==> src/rtl/mem_arbiter.sv <==
// Arbitrates the shared single-port memory between the fetch (IF) and load/store (LS) units.
// Defining ARB_RR_EN selects round-robin arbitration; otherwise LS has fixed priority with an IF starvation guard.
module mem_arbiter #(
    parameter int ADDR_W   = 64,
    parameter int DATA_W   = 64,
    parameter int MEM_LAT  = 1,
    parameter int MAX_WAIT = 4
) (
    input  logic                  clk,
    input  logic                  rst,
    input  logic                  if_req,
    input  logic [ADDR_W-1:0]     if_addr,
    output logic                  if_gnt,
    output logic                  if_rvalid,
    output logic [DATA_W-1:0]     if_rdata,
    input  logic                  ls_req,
    input  logic                  ls_we,
    input  logic [ADDR_W-1:0]     ls_addr,
    input  logic [DATA_W-1:0]     ls_wdata,
    input  logic [DATA_W/8-1:0]   ls_wmask,
    output logic                  ls_gnt,
    output logic                  ls_rvalid,
    output logic [DATA_W-1:0]     ls_rdata,
    output logic                  mem_en,
    output logic                  mem_we,
    output logic [ADDR_W-1:0]     mem_addr,
    output logic [DATA_W-1:0]     mem_wdata,
    output logic [DATA_W/8-1:0]   mem_wmask,
    input  logic [DATA_W-1:0]     mem_rdata,
    output logic                  busy
);

    if (MEM_LAT < 1 || MEM_LAT > 15) begin : g_bad_lat
        $error("mem_arbiter: MEM_LAT must be within 1..15");
    end
    if (MAX_WAIT < 1 || MAX_WAIT > 15) begin : g_bad_wait
        $error("mem_arbiter: MAX_WAIT must be within 1..15");
    end

    typedef enum logic {S_IDLE, S_WAIT} state_t;

    localparam logic [3:0] LAT_M1 = 4'(MEM_LAT - 1);

    state_t     state;
    logic [3:0] cnt;
    logic       owner_ls;
    logic       we_q;
    logic       slot;
    logic       resp;
    logic       if_win;
    logic       ls_win;

`ifdef ARB_RR_EN
    logic       rr_ptr;     // 0: IF has priority on the next conflict, 1: LS
`else
    localparam logic [3:0] WAIT_MAX = 4'(MAX_WAIT);
    logic [3:0] starve;
`endif

    always_comb begin
        slot = rst && ((state == S_IDLE) || (cnt == 4'd0));
`ifdef ARB_RR_EN
        if (if_req && ls_req) begin
            ls_win = rr_ptr;
            if_win = !rr_ptr;
        end else begin
            ls_win = ls_req;
            if_win = if_req;
        end
`else
        if_win = if_req && (!ls_req || (starve == WAIT_MAX));
        ls_win = ls_req && !if_win;
`endif
    end

    assign if_gnt    = slot && if_win;
    assign ls_gnt    = slot && ls_win;
    assign mem_en    = if_gnt || ls_gnt;
    assign mem_we    = ls_gnt && ls_we;
    assign mem_addr  = ls_gnt ? ls_addr : (if_gnt ? if_addr : '0);
    assign mem_wdata = ls_gnt ? ls_wdata : '0;
    assign mem_wmask = ls_gnt ? ls_wmask : '0;

    // The response cycle coincides with the next issue slot, so back-to-back accesses overlap here.
    assign resp      = rst && (state == S_WAIT) && (cnt == 4'd0);
    assign if_rvalid = resp && !owner_ls;
    assign ls_rvalid = resp && owner_ls;
    assign if_rdata  = if_rvalid ? mem_rdata : '0;
    assign ls_rdata  = (ls_rvalid && !we_q) ? mem_rdata : '0;
    assign busy      = (state == S_WAIT);

    always_ff @(posedge clk or negedge rst) begin
        if (!rst) begin
            state    <= S_IDLE;
            cnt      <= 4'd0;
            owner_ls <= 1'b0;
            we_q     <= 1'b0;
`ifdef ARB_RR_EN
            rr_ptr   <= 1'b0;
`else
            starve   <= 4'd0;
`endif
        end else if (slot) begin
            if (mem_en) begin
                state    <= S_WAIT;
                cnt      <= LAT_M1;
                owner_ls <= ls_gnt;
                we_q     <= mem_we;
`ifdef ARB_RR_EN
                rr_ptr   <= if_gnt;
`endif
            end else begin
                state <= S_IDLE;
            end
`ifndef ARB_RR_EN
            if (!if_req || if_gnt) begin
                starve <= 4'd0;
            end else if (starve != WAIT_MAX) begin
                starve <= starve + 4'd1;
            end
`endif
        end else begin
            cnt <= cnt - 4'd1;
        end
    end

endmodule

==> config.mk <==
export PLATFORM = sky130hd
export DESIGN_NAME = mem_arbiter
export DESIGN_NICKNAME = d
export VERILOG_FILES = /design/src/rtl/mem_arbiter.sv
export SDC_FILE = /design/constraint.sdc
export NUM_CORES = 1
export LEC_CHECK = 0
export ABC_AREA = 1
export BUFFER_PORTS_ARGS = -buffer_cell sky130_fd_sc_hd__buf_2
export CORE_AREA = 2 2 213 215
export DETAILED_ROUTE_END_ITERATION = 16
export DIE_AREA = 0 0 215 217
export SLEW_MARGIN = 20
export SYNTH_ARGS = -nofsm -noshare
export SYNTH_HDL_FRONTEND = slang
export SYNTH_SLANG_ARGS = --single-unit
==> constraint.sdc <==
create_clock -name clk -period 3.2 [get_ports clk]
set_input_delay 0.16 -clock clk [delete_from_list [all_inputs] [get_ports clk]]
set_output_delay 0.16 -clock clk [all_outputs]
set_load 0.05 [all_outputs]
======== Yosys cells after proc, flatten, opt, wreduce, memory -nomap -nowiden ========
Cells that the tools add are included.
word-level totals
  bits in registers ....................... 11
  latch bits .............................. 0
  RAM bits ................................ 0
  memory bits (read-only) ................. 0
  input port bits ......................... 269
  output and inout bits ................... 271
  logic and storage cells ................. 46
  memories kept ........................... 0
operators by class
  $add $sub $neg .......................... 2
  $mul .................................... 0
  divide/modulo/power cells ............... 0
  order comparisons ....................... 0
  equality and inequality tests ........... 3
  shift operators ......................... 0
  muxes and demuxes ....................... 11
  bitwise logic cells ..................... 1
  reduce and logical (&&, ||, !) cells .... 24
operators by type and width
  kind                   count
  $mux W64               5
  $mux W4                4
  $logic_and A1 B1 Y1    11
  $mux W8                1
  $logic_not A1 Y1       5
  $add A4 B1 Y4 const B  1
  $eq A4 B3 Y1 const B   1
  $logic_not A4 Y1       1
  $logic_or A1 B1 Y1     4
  $ne A4 B3 Y1 const B   1
  $reduce_and A2 Y1      2
  $sub A4 B1 Y4 const B  1
  $ne A2 B2 Y1 const B   1
  $reduce_bool A2 Y1     1
  $mux W1                1
  $not A1 Y1             1

======== Logic depth before layout (Yosys ltp) ========
  depth after elaboration ................. 9
  mapped depth ............................ 11
  gate-level depth less buffers ........... 9

======== Least setup slack after synthesis ========
OpenSTA, ideal clock, no wires.
  path kind ............................... flip-flop to output port
  start point ............................. register state, in the netlist busy
  end point ............................... output port ls_rdata[10]
  arrival time ............................ 3.203 ns
  required time ........................... 3.040 ns
  setup slack ............................. -0.163 ns
  cell stages (with the launch flop) ...... 6
  buffers on the path ..................... 1
  path through ............................ dfrtp_1 -> nand2_1 -> nor3_1 -> nand2_2 -> buf_2 -> nor2_1
between the ends
  longest elaborated chain between the ends .. 5
ends and longest elaborated chain
  item                              RTL line  text
  from (decl)                       44        state_t state;
  from (signal assigned)            94        state <= S_IDLE;
  from (signal assigned)            105       state <= S_WAIT;
  from (signal assigned)            113       state <= S_IDLE;
  $logic_and A1 B1 Y1 (2 in a row)  85        assign resp = rst && (state == S_WAIT) && (cnt == 4'd0);
  $logic_and A1 B1 Y1               87        assign ls_rvalid = resp && owner_ls;
  via ls_rvalid                     22        output logic ls_rvalid,
  $logic_and A1 B1 Y1               89        assign ls_rdata = (ls_rvalid && !we_q) ? mem_rdata : '0;
  $mux W64                          89
  to (decl)                         23        output logic [DATA_W-1:0] ls_rdata,
The timed path passes the listed nets, and every way through them passes these cells.

======== Worst setup path in the final report ========
  start point ............................. input port rst
  end point ............................... output port mem_addr[43]
between the ends
  longest elaborated chain between the ends .. 4
  elaborated cells on any way between the ends .. 5
  classes of those cells .................. mux: 2; reduce/logical: 3
ends and longest elaborated chain
  item                   RTL line  text
  from (decl)            10        input logic rst,
  $logic_and A1 B1 Y1 *  61        slot = rst && ((state == S_IDLE) || (cnt == 4'd0));
  $logic_and A1 B1 Y1    76        assign if_gnt = slot && if_win;
  $mux W64               80        assign mem_addr = ls_gnt ? ls_addr : (if_gnt ? if_addr : '0);
  $mux W64 *             80
  to (decl)              26        output logic [ADDR_W-1:0] mem_addr,
Mark *: on every way between the ends. The rest lies on a longest branch, timed or not.

==> metrics.txt <==
row cnt 78; DP HPWL 15.9 mm; Die X 215 µm; first-pass GRT wire length 25.9 mm; Design Area, Final 0.00633 mm²; period utilization 84.7%; placed inst area 0.00624 mm²; Remaining DRCs 0; Hold WS 0.207 ns; synthesized area 0.00290 mm²; LEAKAGE 4.73 nW; Post-Route WL 18.6 mm; CTS Sinks 11; Slew headroom 51.1%; Via density 3.10; FILL cells 5228; most frequent cells in the layout 539 x buf_2, 217 x nand2_1, 206 x nor2_1; Critical Path Sink Type output pin; status complete, no violations; CTS buffer count 3; slew at the pin closest to its max-slew limit 0.733 ns; RSZ-0062 raised after global routing no; GP Congestion 0.840; Initial Util 6.48%; Vias 5498; Pwr per Cell Area 437 mW/mm²; Die ar. 0.0467 mm²; gr usage total 7.05%; worst slack at placement 0.809 ns; Worst-Skew Late Latency 0.24 ns; clock-pin slew of the registers on the worst-case setup and hold paths 0.04 ns; Finish-stage setup viols 0; largest net degree at the start of global routing 76; peak supply drop 0.000165 V; DR iter-0 viols 320; Synth Warn # 0; DR WL/cell 10.5 µm; Syn Area/Cell 4.43 µm²; Worst Slack Setup Final 0.491 ns; remaining global-route overflow 0; CP Max Fanout 65; Final Slew Violations 0; commonest non-fill, non-tap cell in the layout buf_2; Syn Nets 926; Setup CP Type input port to output pin; Pre-antenna DRT Iters 5; fmax 369 MHz; antenna violations before repair 4; core area 0.0447 mm²; clock tree buffer depth 2; WP buf/inv 6; H-tree depth 1; max incr delay on CP 0.54 ns; synthesized flop and latch total 11; Synth cell types 20; Hold Vio Cnt, Final 0; vias in the first global route 4622; post-synthesis sequential area ratio 9.51%; Setup crit start kind input port; Final Critical Period 2.71 ns; Final Skew 0.00122 ns; critical path, cell by cell dlygate4sd3_1 -> buf_2 -> inv_1 -> a21oi_4 -> nand2_2 -> inv_2 -> buf_12 -> nand2_1 -> nand2_1 -> buf_2; nets 1446; CTS tree built; area delta synth->final 119%; max-cap viol count 0; Mapped Cells 653; largest delay contributor family on the critical path buffers and inverters; port bufs 539; Setup Fix Bufs, Post-CTS 0; root buf cell clkbuf_16; num ports 540; Setup TNS Final 0 ns; CP required 3.04 ns; Post-DRT Antenna Nets 0; Hold Crit Class input port to flip-flop; critical-path cell with the highest stage delay dlygate4sd3_1; CP arrival 2.55 ns; layout cells sized above 1 48.0%; Die Span Y 217 µm; Core Util, Final 14.2%
## repair_timing
item,CTS,global route
hold buffers,1,0
resized for setup,0,0
hold endpoints to repair,11,0
## sequential cells by signal, indices dropped and copies added (netlist names)
name      count
we_q          1
busy          1
owner_ls      1
starve        4
cnt           4
## stage by stage
step | total power, W | std cells
after floorplan | 0.00194 | 653
after global placement | 0.00254 | 1767
after detailed placement | 0.00255 | 1767
after CTS | 0.00279 | 1772
after global routing | 0.00296 | 1773
final | 0.00277 | 1774
## synthesized netlist by cell type (all sizes together)
| cell type | number | area share, % |
|---|---|---|
| nand4 | 6 | 1.3 |
| dfrtp | 11 | 9.5 |
| inv | 150 | 19 |
| o21a | 1 | 0.26 |
| a21oi | 3 | 0.91 |
| o21ai | 2 | 0.35 |
| buf | 32 | 7.8 |
| nand3 | 5 | 0.86 |
| nand2 | 221 | 29 |
| or2 | 2 | 0.43 |
| nor3 | 2 | 0.35 |
| ha | 4 | 1.7 |
| nor2 | 207 | 27 |
| clkbuf | 4 | 0.52 |
| xor2 | 3 | 0.91 |
## layout make-up
type                       count  area (µm²)  area share [%]
multi-input combinational    456        1830            29.0
clock buffer                   4        78.8            1.24
sequential                    11         275            4.35
inverter                     150         563            8.89
timing repair buffer         551        2830            44.6
tap                          600         751            11.9
antenna                        2        5.00          0.0790
## path summary, 6_finish.rpt
check                              startpoint                    end  slack, ns  cells past startpoint
setup / recovery                          rst           mem_addr[43]       0.49                     10
hold reg to reg              we_q$_DFFE_PN0P_       we_q$_DFFE_PN0P_       0.53                      2
min in group asynchronous                 rst     cnt[3]$_DFFE_PN0P_       0.40                      2
setup reg to reg           cnt[0]$_DFFE_PN0P_       we_q$_DFFE_PN0P_       1.16                      9
max in group asynchronous                 rst       busy$_DFFE_PN0N_       2.53                      2
hold / removal                         if_req  starve[2]$_DFFE_PN0P_       0.21                      3
## where the power goes
part	internal, W	switching (W)	leakage, nW
Sequential	0.000205	0.0000588	0.137
Combinational	0.000538	0.00174	4.56
Clock	0.000168	0.0000649	0.0382
Total	0.000911	0.00186	4.73
## cell families after synthesis
logic type,Yosys count,synth area share (%)
AO/OA/AOI/OAI,6,1.51
XOR/XNOR,3,0.908
adder cells (fa/ha/maj),4,1.73
buffers and inverters,186,27.7
flip-flops,11,9.51
AND/OR/NAND/NOR,443,58.6
## metal layers
layer	GRT usage, %	vias up	routed length, µm
li1	-	2847	-
met1	9.05	2309	7760
met2	11.7	314	8550
met3	1.54	26	1690
met4	2.41	2	578
met5	0	-	13
## tightest hold or removal path, cell delays in order
cell     delay (ns)
buf_2          0.12
nand4_1        0.08
nand2_1        0.05
No activity file was read; power rests on OpenSTA's default activity.
